### src/rtl/control_ventana_pkg.sv
// Shared definitions for the multichannel window-control block:
// register offsets, control/status bit positions and sequencer states.
package control_ventana_pkg;

  localparam logic [2:0] OFS_INICIO_IMAGEN = 3'd0;
  localparam logic [2:0] OFS_CANT_LECTURAS = 3'd1;
  localparam logic [2:0] OFS_BUFFERS       = 3'd2;
  localparam logic [2:0] OFS_CONTROL       = 3'd3;
  localparam logic [2:0] OFS_ESTADO        = 3'd4;

  localparam int BIT_INICIO    = 0;
  localparam int BIT_ABORTAR   = 1;

  localparam int BIT_OCUPADO   = 0;
  localparam int BIT_ERROR     = 1;
  localparam int BIT_CANAL_LSB = 2;

  typedef enum logic [1:0] {
    REPOSO  = 2'd0,
    LECTURA = 2'd1,
    FIN     = 2'd2
  } estado_t;

endpackage

### src/rtl/generador_direcciones_ventana.sv
// Read-address sequencer: latches one channel's window configuration on
// inicio and issues consecutive memory addresses under valid/ready.
module generador_direcciones_ventana
  import control_ventana_pkg::*;
#(
  parameter int BITS_DIRECCION_MEM = 10,
  parameter int BITS_BUFFERS       = 3,
  parameter int BITS_CANAL         = 1
) (
  input  logic                          clk,
  input  logic                          reset,
  input  logic                          inicio,
  input  logic                          abortar,
  input  logic [BITS_CANAL-1:0]         canal,
  input  logic [BITS_DIRECCION_MEM-1:0] direccion_inicio,
  input  logic [BITS_DIRECCION_MEM-1:0] cantidad,
  input  logic [BITS_BUFFERS-1:0]       buffers,
  input  logic                          acepta_lectura,
  output logic [BITS_DIRECCION_MEM-1:0] direccion_mem,
  output logic                          solicitud_lectura,
  output logic [BITS_CANAL-1:0]         canal_activo,
  output logic [BITS_BUFFERS-1:0]       cantidad_buffers_activos,
  output logic                          ocupado,
  output logic                          fin_lectura,
  output logic                          inicio_ignorado
);

  localparam logic [BITS_DIRECCION_MEM-1:0] UNO = BITS_DIRECCION_MEM'(1);

  estado_t                       estado;
  estado_t                       estado_sig;
  logic [BITS_DIRECCION_MEM-1:0] restantes;
  logic                          arranque;
  logic                          acepta;

  // abortar in the same control write cancels the start request
  assign arranque        = inicio && !abortar;
  assign acepta          = (estado == LECTURA) && acepta_lectura;
  assign inicio_ignorado = arranque && (estado != REPOSO);

  // State register
  always_ff @(posedge clk or negedge reset) begin
    if (!reset) estado <= REPOSO;
    else        estado <= estado_sig;
  end

  // Next-state logic; abort takes priority over the final accept
  always_comb begin
    estado_sig = estado;
    case (estado)
      REPOSO: begin
        if (arranque) estado_sig = (cantidad == '0) ? FIN : LECTURA;
      end
      LECTURA: begin
        if (abortar)                       estado_sig = REPOSO;
        else if (acepta && restantes == UNO) estado_sig = FIN;
      end
      FIN:     estado_sig = REPOSO;
      default: estado_sig = REPOSO;
    endcase
  end

  // Output decode from the current state
  always_comb begin
    solicitud_lectura = 1'b0;
    ocupado           = 1'b0;
    fin_lectura       = 1'b0;
    case (estado)
      LECTURA: begin
        solicitud_lectura = 1'b1;
        ocupado           = 1'b1;
      end
      FIN: begin
        ocupado     = 1'b1;
        fin_lectura = 1'b1;
      end
      default: ;
    endcase
  end

  // Latched burst copies plus address/remaining counters
  always_ff @(posedge clk or negedge reset) begin
    if (!reset) begin
      direccion_mem            <= '0;
      restantes                <= '0;
      canal_activo             <= '0;
      cantidad_buffers_activos <= '0;
    end else if (estado == REPOSO && arranque) begin
      direccion_mem            <= direccion_inicio;
      restantes                <= cantidad;
      canal_activo             <= canal;
      cantidad_buffers_activos <= buffers;
    end else if (acepta) begin
      direccion_mem <= direccion_mem + UNO;
      restantes     <= restantes - UNO;
    end
  end

endmodule

### src/rtl/control_ventana_multicanal.sv
// Multichannel window-control register block with read-address sequencer.
// Optional readback/status path enabled by CONTROL_VENTANA_LECTURA_EN.
module control_ventana_multicanal
  import control_ventana_pkg::*;
#(
  parameter int BITS_BUS_DATOS_INSTR     = 24,
  parameter int BITS_BUS_DIRECCION_INSTR = 8,
  parameter int BITS_DIRECCION_MEM       = 10,
  parameter int BITS_BUFFERS             = 3,
  parameter int CANALES                  = 2,
  localparam int BITS_CANAL = (CANALES > 1) ? $clog2(CANALES) : 1
) (
  input  logic                                clk,
  input  logic                                reset,
  input  logic [BITS_BUS_DIRECCION_INSTR-1:0] direccion_registros,
  input  logic [BITS_BUS_DATOS_INSTR-1:0]     datos_registros,
  input  logic                                habilitacion_registros,
  input  logic                                lectura_registros,
  output logic [BITS_BUS_DATOS_INSTR-1:0]     datos_lectura,
  output logic [BITS_DIRECCION_MEM-1:0]       direccion_mem,
  output logic                                solicitud_lectura,
  input  logic                                acepta_lectura,
  output logic [BITS_CANAL-1:0]               canal_activo,
  output logic [BITS_BUFFERS-1:0]             cantidad_buffers_activos,
  output logic                                ocupado,
  output logic                                fin_lectura
);

  logic [BITS_DIRECCION_MEM-1:0] inicio_imagen [CANALES];
  logic [BITS_DIRECCION_MEM-1:0] cant_lecturas [CANALES];
  logic [BITS_BUFFERS-1:0]       buffers       [CANALES];

  logic [2:0]            offset;
  logic [BITS_CANAL-1:0] canal;
  logic                  canal_valido;
  logic [BITS_CANAL-1:0] canal_idx;
  logic                  escritura;
  logic                  escritura_control;
  logic                  inicio_q;
  logic                  abortar_q;
  logic [BITS_CANAL-1:0] canal_q;
  logic                  inicio_ignorado;
  logic                  error;
  logic                  bits_unused;

  assign offset            = direccion_registros[2:0];
  assign canal             = direccion_registros[3 +: BITS_CANAL];
  assign canal_valido      = int'(canal) < CANALES;
  assign canal_idx         = canal_valido ? canal : '0;
  assign escritura         = habilitacion_registros && canal_valido;
  assign escritura_control = escritura && (offset == OFS_CONTROL);

  // Per-channel configuration registers, writable at any time
  always_ff @(posedge clk or negedge reset) begin
    if (!reset) begin
      for (int i = 0; i < CANALES; i++) begin
        inicio_imagen[i] <= '0;
        cant_lecturas[i] <= '0;
        buffers[i]       <= '0;
      end
    end else if (escritura) begin
      case (offset)
        OFS_INICIO_IMAGEN: inicio_imagen[canal_idx] <= datos_registros[BITS_DIRECCION_MEM-1:0];
        OFS_CANT_LECTURAS: cant_lecturas[canal_idx] <= datos_registros[BITS_DIRECCION_MEM-1:0];
        OFS_BUFFERS:       buffers[canal_idx]       <= datos_registros[BITS_BUFFERS-1:0];
        default: ;
      endcase
    end
  end

  // Control writes become one-cycle pulses so the sequencer sees settled config
  always_ff @(posedge clk or negedge reset) begin
    if (!reset) begin
      inicio_q  <= 1'b0;
      abortar_q <= 1'b0;
      canal_q   <= '0;
    end else begin
      inicio_q  <= escritura_control && datos_registros[BIT_INICIO];
      abortar_q <= escritura_control && datos_registros[BIT_ABORTAR];
      canal_q   <= canal_idx;
    end
  end

  // Sticky error flag; a new ignored start beats a simultaneous clear
  always_ff @(posedge clk or negedge reset) begin
    if (!reset)
      error <= 1'b0;
    else if (inicio_ignorado)
      error <= 1'b1;
    else if (escritura && offset == OFS_ESTADO && datos_registros[BIT_ERROR])
      error <= 1'b0;
  end

  generador_direcciones_ventana #(
    .BITS_DIRECCION_MEM (BITS_DIRECCION_MEM),
    .BITS_BUFFERS       (BITS_BUFFERS),
    .BITS_CANAL         (BITS_CANAL)
  ) u_generador (
    .clk                      (clk),
    .reset                    (reset),
    .inicio                   (inicio_q),
    .abortar                  (abortar_q),
    .canal                    (canal_q),
    .direccion_inicio         (inicio_imagen[canal_q]),
    .cantidad                 (cant_lecturas[canal_q]),
    .buffers                  (buffers[canal_q]),
    .acepta_lectura           (acepta_lectura),
    .direccion_mem            (direccion_mem),
    .solicitud_lectura        (solicitud_lectura),
    .canal_activo             (canal_activo),
    .cantidad_buffers_activos (cantidad_buffers_activos),
    .ocupado                  (ocupado),
    .fin_lectura              (fin_lectura),
    .inicio_ignorado          (inicio_ignorado)
  );

`ifdef CONTROL_VENTANA_LECTURA_EN
  logic [BITS_BUS_DATOS_INSTR-1:0] valor_lectura;

  // Readback mux; control and unused offsets read as zero
  always_comb begin
    valor_lectura = '0;
    if (canal_valido) begin
      case (offset)
        OFS_INICIO_IMAGEN: valor_lectura[BITS_DIRECCION_MEM-1:0] = inicio_imagen[canal_idx];
        OFS_CANT_LECTURAS: valor_lectura[BITS_DIRECCION_MEM-1:0] = cant_lecturas[canal_idx];
        OFS_BUFFERS:       valor_lectura[BITS_BUFFERS-1:0]       = buffers[canal_idx];
        OFS_ESTADO: begin
          valor_lectura[BIT_OCUPADO]                = ocupado;
          valor_lectura[BIT_ERROR]                  = error;
          valor_lectura[BIT_CANAL_LSB +: BITS_CANAL] = canal_activo;
        end
        default: ;
      endcase
    end
  end

  // Registered readback, held between read strobes
  always_ff @(posedge clk or negedge reset) begin
    if (!reset)                 datos_lectura <= '0;
    else if (lectura_registros) datos_lectura <= valor_lectura;
  end

  assign bits_unused = ^{datos_registros, direccion_registros};
`else
  assign datos_lectura = '0;
  assign bits_unused   = ^{datos_registros, direccion_registros, lectura_registros, error};
`endif

endmodule
### config.mk
export PLATFORM = sky130hd
export DESIGN_NAME = control_ventana_multicanal
export DESIGN_NICKNAME = d
export VERILOG_FILES = /design/src/rtl/control_ventana_pkg.sv /design/src/rtl/generador_direcciones_ventana.sv /design/src/rtl/control_ventana_multicanal.sv
export SDC_FILE = /design/constraint.sdc
export NUM_CORES = 1
export LEC_CHECK = 0
export CAP_MARGIN = 20
export CORE_MARGIN = 2
export CORE_UTILIZATION = 55
export CTS_BUF_LIST = sky130_fd_sc_hd__clkbuf_16
export CTS_CLUSTER_SIZE = 28
export DETAILED_ROUTE_END_ITERATION = 10
export GPL_TIMING_DRIVEN = 0
export PLACE_DENSITY = 0.81
export SLEW_MARGIN = 20
export SYNTH_ARGS = -nofsm -noshare
export SYNTH_HDL_FRONTEND = slang
export SYNTH_HIERARCHICAL = 1
export SYNTH_SLANG_ARGS = --single-unit
### constraint.sdc
create_clock -name clk -period 6.5 [get_ports clk]
set_input_delay 1.3 -clock clk [delete_from_list [all_inputs] [get_ports clk]]
set_output_delay 1.3 -clock clk [all_outputs]
set_load 0.05 [all_outputs]
==> metrics.cfg <==
[logic_synthesis]
synth_cells = 311
syn-mean-instance-area_um2 = 12.3
yosysWarnings = 6
netlist_area_um2 = 3820

[place]
dpl.hpwl_mm = 5.25
place_congestion = 0.883
dpl-instance-area_um2 = 4370
numPortBuffers = 34

[cells_and_area]
mostFrequentLayoutCells = 75 x dfrtp_1, 63 x mux2_2, 33 x clkdlybuf4s50_1
final_common_cell = dfrtp_1
areaGrowthSynthToFinish_pct = 21.0
n_antenna_cell = 0
drive_gt1_share_pct = 33.1
fin_nets = 423
stdcell_area_um2 = 4620

[hold_path]
hold_class = reg -> reg

[route]
dr.first_iter.drc_count = 119
viasPerCell = 5.46
drtPass1Iterations = 4
vias = 2534
wl_per_cell_um = 16.0
postRouteAntennaNets = 0
finalWirelength_mm = 7.45
drc = 0

[timing]
relSlewSlack_pct = 66.1
rsz0062_at_grt = false
worst_clock_skew_ps = 6.21
tns_ps = 0
worst_pin_slew_ps = 506
maxSlewViolCount = 0
hold_violations = 0
holdWs_ps = 499
post-route-period-util_pct = 49.8
finalCriticalPeriod_ps = 3230
setup_viol = 0
max_freq_mhz = 309

[power]
p_per_area_nw_per_um2 = 386
vdd_drop_max_mv = 0.234
leakage_uw = 0.00206

[run]
cap_violations = 0

[clock_network]
numCtsBuffers = 9
clock_latency_ps = 330
cts_setup_buffers = 0
root_buffer = clkbuf_16
cts_resized = 0
clk_pin_slew_worst_paths_ps = 50
cts_tree = yes
htreeDepth = 3
cts.sinks = 75
postCtsHoldBufs = 0
cts_buffer_depth = 2

[setup_path]
start_kind = flip-flop
worstSetupPathType = reg -> out
arrival_ps = 1930
crit_path_end_kind = primary output
crit_fanout = 7
required_ps = 5200

[die]
start_util_pct = 56.5
std_cell_rows = 30
io_pins = 78
die_y_um = 87.3
fp.dieW_um = 87.3
dieArea_um2 = 7630
core_area_um2 = 6760

[global_routing]
grt_max_degree = 48
grtUsageTotal_pct = 21.8
grt_first_pass_wirelength_mm = 12.7
grt-ovfl-total = 0
first_global_vias = 2570
antenna_found_initial = 0

[status]
status = finished clean

[critical path, stage by stage (launching register included)]
cell	delay [ps]
dfrtp_1	370
inv_1	90
ha_1	290
clkdlybuf4s50_1	850
[power by group]
group,switching (uW),internal [uW]
Sequential,116,608
Combinational,360,279
Clock,172,249
Total,648,1140
[flip-flops by register name (all words and copies together), names as in the netlist]
register                              cells
inicio_imagen                            20
cant_lecturas                            20
u_generador/restantes                    10
u_generador/estado                        2
u_generador/canal_activo                  1
buffers                                   6
u_generador/direccion_mem                10
u_generador/cantidad_buffers_activos      3
canal_q                                   1
abortar_q                                 1
inicio_q                                  1
[final cells by class]
cell class,instances,area [um^2]
clock inverters,6,25.0
well taps,80,100
fillers,499,2130
plain buffers,34,234
multi-input cells,221,1780
repair buffers,35,365
flip-flops and latches,75,1880
clock buffers,9,225
inverters,4,15.0
[routing by layer]
layer | global-route usage, % | vias to the layer above | part of all wire [%]
met3 | 4.27 | 16 | 4.6
met4 | 7.97 | 0 | 1.6
li1 | - | 1190 | -
met1 | 29.2 | 1247 | 44
met5 | 0 | - | 0
met2 | 35.4 | 81 | 49
[metrics by stage]
| stage | setup slack [ps] | utilization [%] | power [uW] | std cells |
|---|---|---|---|---|
| floorplan | 4230 | - | 1170 | 334 |
| global placement | 1660 | 64.3 | 1340 | 448 |
| detailed placement | 3590 | 64.7 | 1360 | 449 |
| CTS | 3240 | 68.4 | 1800 | 464 |
| global route | 3170 | 68.4 | 1880 | 464 |
| finish | 3270 | 68.4 | 1780 | 464 |
[final timing paths]
path	cells past startpoint	start	slack (ps)	endpoint
max in group asynchronous	2	reset	5060	inicio_imagen[13]$_DFFE_PN0P_
max	3	u_generador/estado[1]$_DFFE_PN0P_	3270	solicitud_lectura
max reg2reg	6	canal_q$_DFF_PN0_	4110	u_generador/estado[0]$_DFFE_PN0P_
min	1	cant_lecturas[17]$_DFFE_PN0P_	500	cant_lecturas[17]$_DFFE_PN0P_
min reg2reg	1	cant_lecturas[17]$_DFFE_PN0P_	500	cant_lecturas[17]$_DFFE_PN0P_
min in group asynchronous	1	reset	900	inicio_imagen[9]$_DFFE_PN0P_
(Power assumes the default switching activity.)
==> patch: new RTL, same settings <==
`BITS_BUFFERS` is set to 3 in 2 places; all go to 4.
--- a/src/rtl/generador_direcciones_ventana.sv
+++ b/src/rtl/generador_direcciones_ventana.sv
@@ -4,7 +4,7 @@
   import control_ventana_pkg::*;
 #(
   parameter int BITS_DIRECCION_MEM = 10,
-  parameter int BITS_BUFFERS       = 3,
+  parameter int BITS_BUFFERS       = 4,
   parameter int BITS_CANAL         = 1
 ) (
   input  logic                          clk,
--- a/src/rtl/control_ventana_multicanal.sv
+++ b/src/rtl/control_ventana_multicanal.sv
@@ -6,7 +6,7 @@
   parameter int BITS_BUS_DATOS_INSTR     = 24,
   parameter int BITS_BUS_DIRECCION_INSTR = 8,
   parameter int BITS_DIRECCION_MEM       = 10,
-  parameter int BITS_BUFFERS             = 3,
+  parameter int BITS_BUFFERS             = 4,
   parameter int CANALES                  = 2,
   localparam int BITS_CANAL = (CANALES > 1) ? $clog2(CANALES) : 1
 ) (
Interface: changed (resized cantidad_buffers_activos); port bits go from 78 to 79. The function was not compared with the original's and may differ.
==> patch against the unedited design <==
  * Fmax decreased by 1.6%
  * Synthesized cell count increased by 1.3%
  * Worst hold slack about the same
  * Critical path depth unchanged
  * Clock skew decreased by 0.00052 ns
  * Final area increased by 3.9%
  * Power increased by 10%
  * Routed wire length increased by 3.2%
  * Sequential cell count increased by 3
  * Count of clock-buffer cells in the layout unchanged
  * Area after synthesis increased by 1.8%
  * Setup slack got worse by 0.052 ns
  * First-iteration DRC count increased by 23%
==> patch: results (changes against the unedited design) <==
run_status:
  status: "complete, no violations"
worst_setup_path:
  rrSetupSlack_ns: 3.99  # -0.12 ns
  reg2reg_depth: 7  # +1
  cp.arrival_ns: 1.99  # +0.06 ns
  timing.rr.end: "u_generador/estado[1]"
finish:
  nFlopsAndLatches: 78  # +4.0%
  nNonClkBuffers: 71  # +2.9%
  drive_gt1_frac: 0.3410  # +0.01030
  layout.nonclk_buf_frac: 0.1274  # -0.002260
  num-nets-final: 428  # +1.2%
  ff_latch_area_sq_mm: 0.001952  # +4.0%
  multi_input_area_share: 0.3684  # -0.01680
  inverters: 5  # +1
  clockNetworkAreaShare: 0.06879  # +0.01464
route:
  drt_iter0_markers: 146  # +23%
  totalWireLength_um: 7685  # +3.2%
  viasPerCell: 5.144  # -5.8%
sta:
  clock_skew_ns: 0.005692  # -0.0005208 ns
  tightest_slew_ns: 0.5835  # +0.07725 ns
  period_needed_ns: 3.287  # +0.05202 ns
power_and_ir_drop:
  ir_drop_mv: 0.2059  # -12%
  power_density_mw_per_mm2: 410.4  # +6.3%
  p_sw_mw: 0.6801  # +4.9%
  comb_power_share: 0.342  # -0.016
  leakagePower_nw: 2.152  # +4.6%
placed_design:
  portBuffers: 35  # +2.9%
  gp_congestion: 0.8094  # -8.3%
  dp_slack_ns: 3.535  # -0.05558 ns
  hpwl_um: 5393  # +2.6%
  post_dp_cell_area_sq_mm: 0.004472  # +2.3%
die:
  tap_cells: 96  # +20%
global_routing:
  grt_use_total: 0.2165  # -0.001629
  grt_max_degree: 55  # +15%
  grt_first_pass_wirelength_um: 12590  # -0.55%
-- patch: changes by cell type in the layout (fill, tap and decap cells not counted), sizes merged, moves of 3 or more --
cell / unedited run / this run
a21oi: 16 / 20
and2: 4 / 0
and2b: 3 / 0
buf: 36 / 33
bufinv: 0 / 3
clkbuf: 9 / 13
clkinv: 5 / 2
dfrtp: 75 / 78
mux2: 73 / 77
nand4: 7 / 4
-- patch: stage by stage --
stage | power (mW) | cells | hold WS (ns)
final | 1.971 | 486 | 0.4992
after global routing | 2.064 | 486 | 0.5110
after CTS | 1.981 | 486 | 0.5022
after detailed placement | 1.414 | 470 | 0.4894
after global placement | 1.387 | 469 | 0.4718
after floorplan | 1.216 | 338 | 0.4602
-- patch: power groups by stage --
stage	combinational (mW)	sequential (mW)	clock, mW
floorplan	0.346	0.870	0
global placement	0.653	0.734	0
detailed placement	0.669	0.745	0
CTS	0.675	0.740	0.565
global route	0.721	0.761	0.583
finish	0.674	0.740	0.557
-- patch: worst min path at each step --
stage	from	to	slack (ns)	depth (start not counted)
after detailed placement	cant_lecturas[12]	cant_lecturas[12]	0.49	1
after global placement	cant_lecturas[17]	cant_lecturas[17]	0.47	1
final	inicio_imagen[18]	inicio_imagen[18]	0.50	1
after floorplan	cant_lecturas[17]	cant_lecturas[17]	0.46	1
after CTS	cant_lecturas[15]	cant_lecturas[15]	0.50	1
after global routing	cant_lecturas[15]	cant_lecturas[15]	0.51	1
-- patch: metal layers --
layer  global-route usage  routed length, um  vias up
met5                    0                  0        -
met4              0.07438                108        0
met3              0.03393                236       11
met2               0.3623               3854       53
met1               0.2898               3484     1232
li1                     -                  -     1204
-- patch: worst max-delay path, stage by stage (launching register included) --
cell             delay (ns)
dfrtp_1                0.40
inv_1                  0.09
ha_1                   0.30
clkdlybuf4s50_1        0.87
